`config.mk`:
```
export PLATFORM = sky130hd
export DESIGN_NAME = isa_decode_mc
export DESIGN_NICKNAME = d
export VERILOG_FILES = /design/src/rtl/isa_decode_mc.sv
export SDC_FILE = /design/constraint.sdc
export NUM_CORES = 1
export LEC_CHECK = 0
export CAP_MARGIN = 20
export CORE_UTILIZATION = 60
export DETAILED_ROUTE_END_ITERATION = 10
export GPL_TIMING_DRIVEN = 0
export PLACE_DENSITY = 0.83
export SLEW_MARGIN = 20
export SYNTH_ARGS = -nofsm -noshare
export SYNTH_HDL_FRONTEND = slang
export SYNTH_SLANG_ARGS = --single-unit
```
`constraint.sdc`:
```
create_clock -name I_clk -period 5.9 [get_ports I_clk]
set_clock_uncertainty 0.1 [all_clocks]
set_input_delay 1.18 -clock I_clk [delete_from_list [all_inputs] [get_ports I_clk]]
set_output_delay 1.18 -clock I_clk [all_outputs]
set_load 0.005 [all_outputs]
```
`src/rtl/isa_decode_mc.sv`:
```
// isa_decode_mc: decodes {addr,data,mask} beats into trigger/step/wait registers and queues forwarded beats for TX.
// Latency: register updates and O_Trig appear one cycle after accept; a pushed beat is on O_tx_* the next cycle (FWFT).
// Backpressure: O_isa_ready drops while the TX FIFO is full (or while stalled); the FIFO drains whenever I_tx_ready is high.
// Optional feature: ISA_DECODE_QWAIT_STALL_EN makes a non-zero qwait block input for N cycles.

// Small generic first-word-fall-through FIFO; storage is cleared on reset so an empty head reads as zero.
module isa_decode_mc_fifo #(
    parameter int W     = 64,
    parameter int DEPTH = 8
) (
    input  logic         clk_i,
    input  logic         rst_ni,
    input  logic         push_vld_i,
    input  logic [W-1:0] push_dat_i,
    input  logic         pop_i,
    output logic         head_vld_o,
    output logic [W-1:0] head_dat_o,
    output logic         full_o
);
    localparam int PW = (DEPTH > 1) ? $clog2(DEPTH) : 1;

    logic [W-1:0]  mem_q [DEPTH];
    logic [PW-1:0] wr_ptr_q;
    logic [PW-1:0] rd_ptr_q;
    logic [PW:0]   cnt_q;

    // Pointers wrap naturally (power-of-two depth); push+pop together leaves the count unchanged.
    always_ff @(posedge clk_i or negedge rst_ni) begin
        if (!rst_ni) begin
            wr_ptr_q <= '0;
            rd_ptr_q <= '0;
            cnt_q    <= '0;
        end else begin
            if (push_vld_i) wr_ptr_q <= wr_ptr_q + 1'b1;
            if (pop_i)      rd_ptr_q <= rd_ptr_q + 1'b1;
            case ({push_vld_i, pop_i})
                2'b10:   cnt_q <= cnt_q + 1'b1;
                2'b01:   cnt_q <= cnt_q - 1'b1;
                default: cnt_q <= cnt_q;
            endcase
        end
    end

    // Entry storage.
    always_ff @(posedge clk_i or negedge rst_ni) begin
        if (!rst_ni) begin
            for (int i = 0; i < DEPTH; i++) mem_q[i] <= '0;
        end else if (push_vld_i) begin
            mem_q[wr_ptr_q] <= push_dat_i;
        end
    end

    assign head_vld_o = (cnt_q != '0);
    assign head_dat_o = mem_q[rd_ptr_q];
    assign full_o     = (cnt_q == (PW + 1)'(DEPTH));
endmodule

module isa_decode_mc #(
    parameter int              ADDR_W     = 32,
    parameter int              DATA_W     = 32,
    parameter int              NUM_CH     = 4,
    parameter int              FIFO_DEPTH = 8,
    parameter logic [ADDR_W-1:0] BASE_ADDR = ADDR_W'(32'h0200_0000)
) (
    input  logic                     I_clk,
    input  logic                     I_rst_n,
    input  logic                     I_isa_valid,
    output logic                     O_isa_ready,
    input  logic [ADDR_W-1:0]        I_isa_addr,
    input  logic [DATA_W-1:0]        I_isa_data,
    input  logic [3:0]               I_isa_mask,
    output logic [ADDR_W+DATA_W-1:0] O_tx_data,
    output logic                     O_tx_en,
    input  logic                     I_tx_ready,
    output logic [NUM_CH-1:0]        O_Trig,
    output logic [NUM_CH*32-1:0]     O_Trig_Num,
    output logic [NUM_CH*32-1:0]     O_Trig_Step,
    output logic [31:0]              O_Wait,
    output logic [15:0]              O_err_cnt
);
    typedef enum logic {ST_IDLE, ST_STALL} state_e;

    state_e                 state_q, state_d;
    logic                   isa_rdy;
    logic                   fifo_full;
    logic                   acc;
    logic                   legal;
    logic [ADDR_W-1:0]      off;
    logic [31:0]            data32;
    logic [NUM_CH-1:0]      trig_sel;
    logic [NUM_CH-1:0]      step_sel;
    logic                   trig_hit, step_hit, wclr_hit, wadd_hit;
    logic                   pulse_hit, play_hit, fmr_hit;
    logic                   do_trig, do_wclr, do_wadd, do_push, do_err;

    logic [NUM_CH-1:0]      trig_q;
    logic [NUM_CH*32-1:0]   num_q;
    logic [NUM_CH*32-1:0]   step_q;
    logic [31:0]            wait_q;
    logic [15:0]            err_q;

    assign data32  = 32'(I_isa_data);
    assign isa_rdy = I_rst_n && (state_q == ST_IDLE) && !fifo_full;
    assign acc     = I_isa_valid && isa_rdy;
    assign legal   = (I_isa_mask == 4'hF);

    // Address decode relative to BASE_ADDR; qualified with accept/legal to form the action strobes.
    always_comb begin
        off      = I_isa_addr - BASE_ADDR;
        trig_sel = '0;
        step_sel = '0;
        for (int c = 0; c < NUM_CH; c++) begin
            if (off == ADDR_W'(32'h1000 + 8 * c)) trig_sel[c] = 1'b1;
            if (off == ADDR_W'(32'h1004 + 8 * c)) step_sel[c] = 1'b1;
        end
        trig_hit  = |trig_sel;
        step_hit  = |step_sel;
        wclr_hit  = (off == ADDR_W'(32'h1FFC));
        wadd_hit  = (off == ADDR_W'(32'h2000));
        pulse_hit = (off >= ADDR_W'(32'h23F8)) && (off <= ADDR_W'(32'h2800));
        play_hit  = (off >= ADDR_W'(32'h8000)) && (off <= ADDR_W'(32'h52000));
        fmr_hit   = (off == ADDR_W'(32'h2FFF)) || (off == ADDR_W'(32'h3000)) ||
                    (off == ADDR_W'(32'h4000));
        do_trig   = acc && legal && trig_hit;
        do_wclr   = acc && legal && wclr_hit;
        do_wadd   = acc && legal && wadd_hit;
        do_push   = acc && legal && (trig_hit || pulse_hit || play_hit);
        do_err    = acc && !(legal && (trig_hit || step_hit || wclr_hit || wadd_hit ||
                                       pulse_hit || play_hit || fmr_hit));
    end

    // Channel registers, wait accumulator and saturating drop counter.
    always_ff @(posedge I_clk or negedge I_rst_n) begin
        if (!I_rst_n) begin
            trig_q <= '0;
            num_q  <= '0;
            step_q <= '0;
            wait_q <= '0;
            err_q  <= '0;
        end else begin
            trig_q <= do_trig ? trig_sel : '0;
            for (int c = 0; c < NUM_CH; c++) begin
                if (do_trig && trig_sel[c])                  num_q[32*c +: 32]  <= data32;
                if (acc && legal && step_sel[c])             step_q[32*c +: 32] <= data32;
            end
            if (do_trig || do_wclr) wait_q <= '0;
            else if (do_wadd)       wait_q <= wait_q + data32;
            if (do_err && (err_q != 16'hFFFF)) err_q <= err_q + 1'b1;
        end
    end

`ifdef ISA_DECODE_QWAIT_STALL_EN
    logic [31:0] stall_cnt_q, stall_cnt_d;

    // Stall countdown register.
    always_ff @(posedge I_clk or negedge I_rst_n) begin
        if (!I_rst_n) stall_cnt_q <= '0;
        else          stall_cnt_q <= stall_cnt_d;
    end

    // Next state: a non-zero qwait blocks input for exactly N cycles.
    always_comb begin
        state_d     = state_q;
        stall_cnt_d = stall_cnt_q;
        case (state_q)
            ST_IDLE: begin
                if (do_wadd && (data32 != 32'd0)) begin
                    state_d     = ST_STALL;
                    stall_cnt_d = data32;
                end
            end
            ST_STALL: begin
                stall_cnt_d = stall_cnt_q - 32'd1;
                if (stall_cnt_q == 32'd1) state_d = ST_IDLE;
            end
            default: state_d = ST_IDLE;
        endcase
    end
`else
    // Next state: without the stall feature the decoder never leaves IDLE.
    always_comb begin
        state_d = ST_IDLE;
    end
`endif

    // State register.
    always_ff @(posedge I_clk or negedge I_rst_n) begin
        if (!I_rst_n) state_q <= ST_IDLE;
        else          state_q <= state_d;
    end

    isa_decode_mc_fifo #(
        .W     (ADDR_W + DATA_W),
        .DEPTH (FIFO_DEPTH)
    ) u_tx_fifo (
        .clk_i      (I_clk),
        .rst_ni     (I_rst_n),
        .push_vld_i (do_push),
        .push_dat_i ({I_isa_addr, I_isa_data}),
        .pop_i      (O_tx_en && I_tx_ready),
        .head_vld_o (O_tx_en),
        .head_dat_o (O_tx_data),
        .full_o     (fifo_full)
    );

    assign O_isa_ready = isa_rdy;
    assign O_Trig      = trig_q;
    assign O_Trig_Num  = num_q;
    assign O_Trig_Step = step_q;
    assign O_Wait      = wait_q;
    assign O_err_cnt   = err_q;
endmodule

```
==> results.sh <==
export IMPL_vdd_drop_max_mv=0.266
export IMPL_grt_pass1_wl_um=159000
export IMPL_wl_um=103000
export IMPL_clock_latency_ps=650
export IMPL_power_density_mw_per_mm2=284
export IMPL_critPathCapture="O_Trig_Num[117]"
export IMPL_cts_sinks=830
export IMPL_die_h_um=250
export IMPL_cts_setup_buffers=0
export IMPL_r2r_end="O_Wait[31]"
export IMPL_power_leakage_uw=0.0223
export IMPL_required_ps=6380
export IMPL_cts_buffers=84
export IMPL_synthArstFlopShare_pct=100
export IMPL_endpoint_kind="flop"
export IMPL_clk_path_buf_depth=3
export IMPL_layout_nets=3352
export IMPL_postLayoutCellArea_mm2=0.0453
export IMPL_r2r_cells=11
export IMPL_syn_inst=2703
export IMPL_post_route_min_period_ps=5540
export IMPL_syn_to_final_growth_pct=23.0
export IMPL_cp_max_fo=102
export IMPL_worst_setup_path_start_kind="input port"
export IMPL_hold_path_class="flop to flop"
export IMPL_crit_start="I_rst_n"
export IMPL_placed_cell_area_mm2=0.0425
export IMPL_hpwl_um=71700
export IMPL_critPathKind="input port to flop"
export IMPL_synth_area_mm2=0.0369
export IMPL_clk_pin_slew_ps=60
export IMPL_fill_cells=3656
export IMPL_yosysSeqAreaShare_pct=56.4
export IMPL_r2r_slack_ps=1490
export IMPL_ioPinCount=446
export IMPL_max_freq_mhz=180
export IMPL_htree_levels=3
export IMPL_syn_area_per_cell_um2=13.6
export IMPL_chipWidth_um=250
export IMPL_finalSetupTns_ps=0
export IMPL_drv_slew=0
export IMPL_p_total_uw=12900
export IMPL_vias_per_cell=6.02
export IMPL_cts_tree="yes"
export IMPL_finalSetupViolCount=0
export IMPL_die_area_mm2=0.0624
export IMPL_start_util_pct=60.9
export IMPL_synth_warnings=0
export IMPL_ys_types=67
export IMPL_cap_violations=0
export IMPL_arrival_ps=6030
export IMPL_min_period_over_period_pct=94.0
export IMPL_route_detailed_drc=0
export IMPL_drive_gt1_share_pct=25.1
export IMPL_rows=90
export IMPL_grt_ovfl_total=0
export IMPL_wire_per_inst_um=25.2
export IMPL_drtAntennaViolNets=0
export IMPL_hold_viol=0
export IMPL_outcome="finished clean"
export IMPL_mostFrequentLayoutCell="dfrtp_1"
export IMPL_reg2reg_from="O_Wait[8]"
export IMPL_synth_seq_cells=830
export IMPL_grt_max_degree=106
export IMPL_track_usage_pct=33.7
export IMPL_vias=24600
export IMPL_root_buffer="clkbuf_16"
export IMPL_synthFlopType="dfrtp_1"
export IMPL_grt_pass1_vias=26400
export IMPL_cts_hold_buf=0
export IMPL_port_buffers=440
export IMPL_core_area_mm2=0.0605
export IMPL_syn_nets=2815
export IMPL_layout_common_cells="dfrtp_1 (830), nand2_1 (454), clkdlybuf4s50_1 (439)"
export IMPL_first_pass_iters=5
export IMPL_relSlewSlack_pct=19.9
export IMPL_grt_antenna_before_repair=2
export IMPL_worst_pin_slew_ps=1190
export IMPL_synth_edf_count=0
export IMPL_place_gp_congestion=0.915
export IMPL_cts_resized=0
export IMPL_drt_iter0_drc=1776
export IMPL_grt_setup_unrepaired="no"
[power by group]
part | internal [uW] | switching, uW | total (uW)
clock network | 3080 | 2280 | 5360
logic | 645 | 1040 | 1690
registers | 5740 | 68.5 | 5810
total | 9470 | 3390 | 12900
[cell families after synthesis]
logic type               share of synthesized area, %
AO/OA/AOI/OAI                                    2.32
XOR/XNOR                                         1.21
adder cells (fa/ha/maj)                          1.38
buffers and inverters                            2.47
flip-flops                                       56.4
multiplexers                                     27.8
AND/OR/NAND/NOR                                  8.44
[how the worst min path moves through the flow]
| stage | start | to | slack, ps | cells past startpoint |
|---|---|---|---|---|
| 6_report | O_Trig_Num[98] | O_Trig_Num[98] | 370 | 2 |
| 3_5_place_dp | O_Trig_Num[25] | O_Trig_Num[25] | 350 | 2 |
| 3_3_place_gp | O_Trig_Num[98] | O_Trig_Num[98] | 350 | 2 |
| 5_1_grt | O_Trig_Num[98] | O_Trig_Num[98] | 390 | 2 |
| 2_1_floorplan | u_tx_fifo.cnt_q[3] | u_tx_fifo.cnt_q[3] | 350 | 1 |
| 4_1_cts | O_Trig_Num[119] | O_Trig_Num[119] | 370 | 2 |
[metrics by stage]
step / hold slack, ps / worst slack, ps / util (%) / std cells
6_report: 371 / 355 / 74.9 / 4085
5_1_grt: 391 / 18.4 / 74.9 / 4085
4_1_cts: 370 / 434 / 74.9 / 4083
3_5_place_dp: 355 / -251 / 70.3 / 3935
3_3_place_gp: 351 / -31000 / 69.8 / 3925
2_1_floorplan: 350 / 1630 / - / 2703
[synth_stat cells (6+ instances only)]
library cell | n | share of area, %
o21ai_0 | 42 | 0.57
and3_1 | 10 | 0.17
a21o_1 | 16 | 0.33
clkbuf_1 | 112 | 1.1
or2_2 | 6 | 0.10
mux2_2 | 430 | 13
nand3_1 | 21 | 0.29
xor2_1 | 27 | 0.64
buf_1 | 31 | 0.32
nor2b_1 | 79 | 1.3
nand2b_1 | 6 | 0.10
nor3_1 | 17 | 0.23
a31oi_1 | 6 | 0.10
mux2_1 | 152 | 4.6
buf_2 | 41 | 0.56
o21bai_1 | 8 | 0.16
dfrtp_1 | 830 | 56
mux2_4 | 54 | 2.2
ha_1 | 39 | 1.3
inv_1 | 16 | 0.16
a21oi_1 | 32 | 0.43
nor4_1 | 8 | 0.14
nor2_1 | 31 | 0.32
xnor2_1 | 24 | 0.57
mux4_2 | 128 | 7.8
nand2_1 | 454 | 4.6
[state kept, by name, indices dropped and copies added (netlist names)]
signal              count
u_tx_fifo.mem_q       512
O_Trig_Num            128
O_Trig_Step           128
O_Wait                 32
O_err_cnt              16
O_Trig                  4
u_tx_fifo.cnt_q         4
u_tx_fifo.rd_ptr_q      3
u_tx_fifo.wr_ptr_q      3
[worst max-delay path: stages]
cell and delay (ps):
buf_8 440, buf_16 420, buf_16 450, a21boi_0 280, nand2_1 100, or2_2 370, nor3_2 680, nand2_1 190
nor2_1 900, clkbuf_1 510, nand2_1 210, nand2_1 120
[layer usage]
metal	global-route usage, %	share of wire, %	vias to the layer above
li1	-	-	10500
met1	42.8	39	12900
met2	54.8	49	996
met3	9.78	8.7	223
met4	13.0	3.9	0
met5	0	0	-
[area by class of cell]
class | count | area, um2 | area share (%)
Clock buffer | 118 | 2440 | 5.39
Antenna cell | 1 | 2.50 | 0.00552
Clock inverter | 30 | 348 | 0.768
Tap cell | 782 | 978 | 2.16
Inverter | 16 | 60.1 | 0.133
Timing Repair Buffer | 451 | 4660 | 10.3
Sequential cell | 830 | 20800 | 45.8
Multi-Input combinational cell | 1665 | 15200 | 33.5
Buffer | 192 | 851 | 1.88
Power figures use the tool's default switching activity.
